## config.mk

```make
export PLATFORM = sky130hd
export DESIGN_NAME = vector_load_store_unit
export DESIGN_NICKNAME = d
export VERILOG_FILES = /design/src/rtl/vector_load_store_unit.sv
export SDC_FILE = /design/constraint.sdc
export NUM_CORES = 1
export LEC_CHECK = 0
export BUFFER_PORTS_ARGS = -buffer_cell sky130_fd_sc_hd__buf_2
export CAP_MARGIN = 20
export CORE_UTILIZATION = 45
export DETAILED_ROUTE_END_ITERATION = 10
export PLACE_DENSITY = 0.89
export SYNTH_ARGS = -nofsm -noshare
export SYNTH_HDL_FRONTEND = slang
export SYNTH_SLANG_ARGS = --single-unit
export TNS_END_PERCENT = 5
```

## constraint.sdc

```tcl
create_clock -name clk_i -period 2.2 [get_ports clk_i]
set_input_delay 0.22 -clock clk_i [delete_from_list [all_inputs] [get_ports clk_i]]
set_output_delay 0.22 -clock clk_i [all_outputs]
set_load 0.02 [all_outputs]
```

## src/rtl/vector_load_store_unit.sv

```systemverilog
// Vector load/store unit: moves one D-element vector between the vector
// register file and DDR, one DDR word (beat) per request.
//   LDV (op_i=0): reads D*BPE words, assembles them, writes one vector register.
//   SV  (op_i=1): snapshots one vector register and writes it out as D*BPE words.
// Address of element e, beat b = base + e*stride + b (wraps modulo 2^DdrAddressWidth),
// generated with a running accumulator.
// Configuration macro LDST_STRIDE_EN: when defined stride_i is honoured, otherwise
// the stride is fixed at BPE (contiguous vectors) and stride_i is ignored.
// Ports:
//   clk_i, rst_i (async, active-high)
//   start_i, op_i, base_addr_i, stride_i, v_addr_i   : command
//   busy_o, done_o                                   : status
//   ddr_req_*                                        : DDR request channel (valid/ready)
//   ddr_rsp_valid_i, ddr_rsp_rdata_i                 : DDR read response
//   vreg_rd_addr_o, vreg_rd_data_i                   : combinational vreg read port
//   vreg_we_o, vreg_wr_addr_o, vreg_wr_data_o        : vreg write port
module vector_load_store_unit #(
    parameter int unsigned D                  = 4,
    parameter int unsigned ElemWidth          = 8,
    parameter int unsigned DdrAddressWidth    = 16,
    parameter int unsigned DdrDataWidth       = 8,
    parameter int unsigned NumVectorRegisters = 4,
    localparam int unsigned VA = (NumVectorRegisters > 1) ? $clog2(NumVectorRegisters) : 1
) (
    input  logic                       clk_i,
    input  logic                       rst_i,
    input  logic                       start_i,
    input  logic                       op_i,
    input  logic [DdrAddressWidth-1:0] base_addr_i,
    input  logic [DdrAddressWidth-1:0] stride_i,
    input  logic [VA-1:0]              v_addr_i,
    output logic                       busy_o,
    output logic                       done_o,
    output logic                       ddr_req_valid_o,
    input  logic                       ddr_req_ready_i,
    output logic                       ddr_req_we_o,
    output logic [DdrAddressWidth-1:0] ddr_req_addr_o,
    output logic [DdrDataWidth-1:0]    ddr_req_wdata_o,
    input  logic                       ddr_rsp_valid_i,
    input  logic [DdrDataWidth-1:0]    ddr_rsp_rdata_i,
    output logic [VA-1:0]              vreg_rd_addr_o,
    input  logic [D*ElemWidth-1:0]     vreg_rd_data_i,
    output logic                       vreg_we_o,
    output logic [VA-1:0]              vreg_wr_addr_o,
    output logic [D*ElemWidth-1:0]     vreg_wr_data_o
);
    localparam int unsigned BPE = ElemWidth / DdrDataWidth;
    localparam int unsigned NB  = D * BPE;
    localparam int unsigned IW  = (NB > 1) ? $clog2(NB) : 1;
    localparam int unsigned BW  = (BPE > 1) ? $clog2(BPE) : 1;
    localparam int unsigned VW  = D * ElemWidth;
    localparam int unsigned AW  = DdrAddressWidth;

    typedef enum logic [2:0] {StIdle, StReq, StWaitRsp, StWriteback, StDone} state_e;

    state_e          state_q, state_d;
    logic            op_q;
    logic [VA-1:0]   v_addr_q;
    logic [AW-1:0]   elem_base_q;  // base + e*stride for the current element
    logic [BW-1:0]   beat_q;       // beat within the current element
    logic [IW-1:0]   idx_q;        // flat beat index across the whole vector
    logic [VW-1:0]   vec_q;        // store shadow / load assembly buffer
    logic [AW-1:0]   stride_eff;

`ifdef LDST_STRIDE_EN
    logic [AW-1:0] stride_q;
    assign stride_eff = stride_q;

    always_ff @(posedge clk_i or posedge rst_i) begin
        if (rst_i) begin
            stride_q <= '0;
        end else if (state_q == StIdle && start_i) begin
            stride_q <= stride_i;
        end
    end
`else
    logic unused_stride;
    assign unused_stride = ^stride_i;
    assign stride_eff    = AW'(BPE);
`endif

    logic          last_beat, elem_end, load_beat, advance;
    logic [AW-1:0] req_addr;

    assign last_beat = (idx_q == IW'(NB - 1));
    assign elem_end  = (beat_q == BW'(BPE - 1));
    assign load_beat = (state_q == StWaitRsp) && ddr_rsp_valid_i;
    // Stores advance on the handshake itself; loads advance when the data returns.
    assign advance   = load_beat || ((state_q == StReq) && op_q && ddr_req_ready_i);
    assign req_addr  = elem_base_q + AW'(beat_q);

    // State register
    always_ff @(posedge clk_i or posedge rst_i) begin
        if (rst_i) begin
            state_q <= StIdle;
        end else begin
            state_q <= state_d;
        end
    end

    // Next-state logic
    always_comb begin
        state_d = state_q;
        unique case (state_q)
            StIdle: begin
                if (start_i) state_d = StReq;
            end
            StReq: begin
                if (ddr_req_ready_i) begin
                    if (!op_q)         state_d = StWaitRsp;
                    else if (last_beat) state_d = StDone;
                end
            end
            StWaitRsp: begin
                if (ddr_rsp_valid_i) state_d = last_beat ? StWriteback : StReq;
            end
            StWriteback: state_d = StDone;
            StDone:      state_d = StIdle;
            default:     state_d = StIdle;
        endcase
    end

    // Datapath registers
    always_ff @(posedge clk_i or posedge rst_i) begin
        if (rst_i) begin
            op_q        <= 1'b0;
            v_addr_q    <= '0;
            elem_base_q <= '0;
            beat_q      <= '0;
            idx_q       <= '0;
            vec_q       <= '0;
        end else begin
            if (state_q == StIdle && start_i) begin
                op_q        <= op_i;
                v_addr_q    <= v_addr_i;
                elem_base_q <= base_addr_i;
                beat_q      <= '0;
                idx_q       <= '0;
                if (op_i) vec_q <= vreg_rd_data_i;
            end
            if (load_beat) begin
                vec_q[idx_q*DdrDataWidth +: DdrDataWidth] <= ddr_rsp_rdata_i;
            end
            if (advance) begin
                idx_q <= idx_q + 1'b1;
                if (elem_end) begin
                    beat_q      <= '0;
                    elem_base_q <= elem_base_q + stride_eff;
                end else begin
                    beat_q <= beat_q + 1'b1;
                end
            end
        end
    end

    // Outputs
    always_comb begin
        busy_o          = (state_q != StIdle);
        done_o          = (state_q == StDone);
        ddr_req_valid_o = (state_q == StReq);
        ddr_req_we_o    = (state_q == StReq) && op_q;
        ddr_req_addr_o  = (state_q == StReq) ? req_addr : '0;
        ddr_req_wdata_o = '0;
        if ((state_q == StReq) && op_q) begin
            ddr_req_wdata_o = vec_q[idx_q*DdrDataWidth +: DdrDataWidth];
        end
        // Idle exposes the requested register so the SV snapshot is ready at start.
        vreg_rd_addr_o  = rst_i ? '0 : ((state_q == StIdle) ? v_addr_i : v_addr_q);
        vreg_we_o       = (state_q == StWriteback);
        vreg_wr_addr_o  = (state_q == StWriteback) ? v_addr_q : '0;
        vreg_wr_data_o  = (state_q == StWriteback) ? vec_q : '0;
    end

endmodule

```

==> qor.yml <==
outcome:
  outcome: "finished, final reports clean"
drt:
  vias_per_cell: 5.75
  drt-initial-drc-count: 255
  remaining_drc_errors: 0
  drt-pass1-iter-count: 5
  dr_total_vias: 3395
  final_antenna_net_count: 0
  route.final.wire_length_microns: 10400
  routedWlPerCell_microns: 17.7
cts:
  clkSlewWorstSetupHoldPaths_ns: 0.11
  root_buffer: "sky130_fd_sc_hd__clkbuf_8"
  post_cts_setup_buffers: 0
  cts.path.max_buffers: 2
  cts_htree_levels: 2
  tritoncts_clock_tree: "done"
  clock_sink_count: 56
  clock_latency_ns: 0.31
  cts-buffers-inserted: 5
cells_and_area:
  num-nets-final: 573
  layout-area-overhead-vs-synth_pct: 22.9
  utilization: 0.579
  insertedDiodeCount: 0
  fraction_of_layout_cells_with_a_size_suffix_above_1: 0.359
synthesis:
  netlist.top_cell.by_area: "sky130_fd_sc_hd__dfrtp_1"
  number_of_flops_mapped_to_enable_cells_by_yosys: 0
  synth_flop_cell: "sky130_fd_sc_hd__dfrtp_1"
  most_common_cell_in_the_synthesized_netlist: "sky130_fd_sc_hd__and2_1"
  post_synth.cell_area_avg_sq_um: 10.2
  synthesis.instances: 363
  synth_simple_gate_area_frac: 0.223
  synthAdderAreaFrac: 0.0203
  post_synth_main_area_contributors: "sky130_fd_sc_hd__dfrtp_1 (38%), sky130_fd_sc_hd__and2_1 (9.6%), sky130_fd_sc_hd__mux2i_1 (9.5%)"
  yosys-top-cells-count: "sky130_fd_sc_hd__and2_1 (57), sky130_fd_sc_hd__dfrtp_1 (56), sky130_fd_sc_hd__mux2i_1 (35), sky130_fd_sc_hd__o2bb2ai_1 (31), sky130_fd_sc_hd__nor2_1 (18)"
  yosysWarnings: 0
  synth_compound_gate_area_share: 0.176
  synth-seq-cells: 56
  post_synth_mux_area_share: 0.144
  async_reset_ff_frac: 1.00
  synth.net_count: 449
  synth_xor_xnor_area_share: 0
  synthDominantCellAreaShare: 0.379
  synth_seq_area_share: 0.379
  synth_top_family_by_area: "simple AND/OR/NAND/NOR gates"
  syn-cell-area_sq_um: 3700
  yosys.cell_types.count: 57
global_routing:
  global_route.peak_usage_layer: "met2"
  grt_max_degree: 39
  first_global_vias: 3343
  overall_global_routing_usage: 0.250
  antenna_found_initial: 0
  global_route.overflow_total: 0
  grt.met1_usage: 0.328
  use_met3: 0.0287
  grt_first_pass_wirelength_microns: 17000
  gr-usage-met2: 0.432
floorplan:
  core_area_sq_um: 7850
  dieHeight_microns: 92.6
  core.rowCount: 32
  initial_core_util: 0.471
  die-area_sq_um: 8580
  die_width_microns: 92.6
  pin_count: 145
setup_path:
  cp_data_arrival_time_ns: 1.83
  critical_path.endpoint_type: "output port"
  startpoint_type: "flop"
  timing.setup.critical_path_class: "reg -> out"
  r2r_slack_ns: 0.32
  timing.rr.end: "vec_q[21]"
  timing.critical_path.fanout_max: 13
  critical_path_required_ns: 1.98
  worstReg2RegStart: "state_q[1]"
  worst_r2r_path_depth: 6
placed_design:
  place_congestion: 0.887
  detailed_place_hpwl_microns: 7850
  port_buffers: 128
sta:
  final_period_demand_of_the_worst_path_ns: 2.05
  number_of_hold_slack_violations_in_the_final_timing_report: 0
  min_period_over_period: 0.931
  finalClockSkew_ns: 0.0176
  slew_violations: 0
  rsz_0062_raised_after_global_routing: "no"
  max_slew_margin: 0.629
  setup-violations-final: 0
  timing.fmax_ghz: 0.488
  tightestPinTransition_ns: 0.557
  setup-tns-final_ns: 0
pwr:
  power-per-cell-area_nw_per_um2: 1280
  vdd.ir_drop.worst_mv: 0.630
  p_leak_nw: 2.38
hold_path:
  hold_path_end: "elem_base_q[5]"
  hold_path_startpoint: "base_addr_i[5]"
  timing.hold.worst_path_depth: 2
  worstHoldPathType: "in -> reg"
job:
  cap_violations: 0
[repair_timing]
| item | 4_1_cts | 5_1_grt |
|---|---|---|
| hold endpoints to repair | 18 | 0 |
| setup endpoints to repair | 0 | 48 |
| hold buffers | 1 | 0 |
| resized for setup | 0 | 5 |
[cells by family after synthesis]
group,count (synthesis)
AND/OR/NAND/NOR,136
AO/OA/AOI/OAI,81
flip-flops,56
multiplexers,43
buffers and inverters,41
adder cells (fa/ha/maj),6
[critical path, stage by stage, from the launching register on]
cell	delay, ns
sky130_fd_sc_hd__dfrtp_2	0.53
sky130_fd_sc_hd__nand2b_1	0.22
sky130_fd_sc_hd__buf_4	0.18
sky130_fd_sc_hd__nor2_1	0.09
sky130_fd_sc_hd__buf_4	0.17
sky130_fd_sc_hd__and2_1	0.16
sky130_fd_sc_hd__buf_2	0.17
[placed cells by master, fill, tap and decap left out, drive strengths merged, types with 4 or more instances in the layout]
| cell type | instances |
|---|---|
| nand3 | 7 |
| inv | 12 |
| buf | 145 |
| a31oi | 4 |
| o21ai | 12 |
| nand2 | 18 |
| clkbuf | 7 |
| mux2i | 35 |
| dfrtp | 56 |
| mux4 | 8 |
| and3 | 4 |
| nor4 | 6 |
| o2bb2ai | 31 |
| nand4 | 4 |
| ha | 6 |
| nor2 | 18 |
| nor3 | 8 |
| and2 | 57 |
[how the worst max path moves through the flow]
stage / from / slack [ns] / depth (start not counted) / end
global placement: state_q[0] / 0.36 / 4 / elem_base_q[5]
detailed placement: state_q[1] / 0.26 / 6 / vec_q[21]
CTS: state_q[1] / 0.02 / 5 / vreg_rd_addr_o[1]
finish: state_q[2] / 0.15 / 6 / ddr_req_addr_o[12]
floorplan: idx_q[0] / 0.16 / 8 / vec_q[16]
global route: state_q[2] / 0.03 / 5 / vreg_wr_data_o[25]
[report_power, final]
group          leakage (nW)  internal [mW]  switching, mW  total [mW]
Sequential            0.675           1.54          0.569        2.11
Combinational          1.67           1.41           1.71        3.12
Clock                0.0424          0.229          0.341       0.570
[state kept, by name, summed over array words and instances, names as in the netlist]
signal       flops
elem_base_q     16
idx_q            2
op_q             1
state_q          3
v_addr_q         2
vec_q           32
[layout make-up]
class	instances	area (sq um)
clock buffer	7	76.3
clock inverter	1	8.76
fill	705	3310
inverter	12	45.0
multi-input combinational	266	2090
sequential	56	1410
tap	102	128
timing repair buffer	146	791
[metal layers]
layer  up-vias  routed length (microns)
met2       139                     5340
met3        20                      552
met5         -                        0
li1       1580                        -
met1      1656                     4340
met4         0                      215
[through the flow]
| step | total power [mW] | std cells | setup slack [ns] | instance area [sq um] | hold slack, ns |
|---|---|---|---|---|---|
| finish | 5.80 | 590 | 0.152 | 4540 | 0.105 |
| global placement | 5.05 | 581 | 0.357 | 4440 | 0.258 |
| global route | 6.20 | 590 | 0.0317 | 4540 | 0.112 |
| floorplan | 4.28 | 363 | 0.157 | 3700 | 0.325 |
| detailed placement | 5.20 | 581 | 0.259 | 4440 | 0.268 |
| CTS | 5.77 | 590 | 0.0188 | 4530 | 0.105 |
No activity file was read; power rests on OpenSTA's default activity.
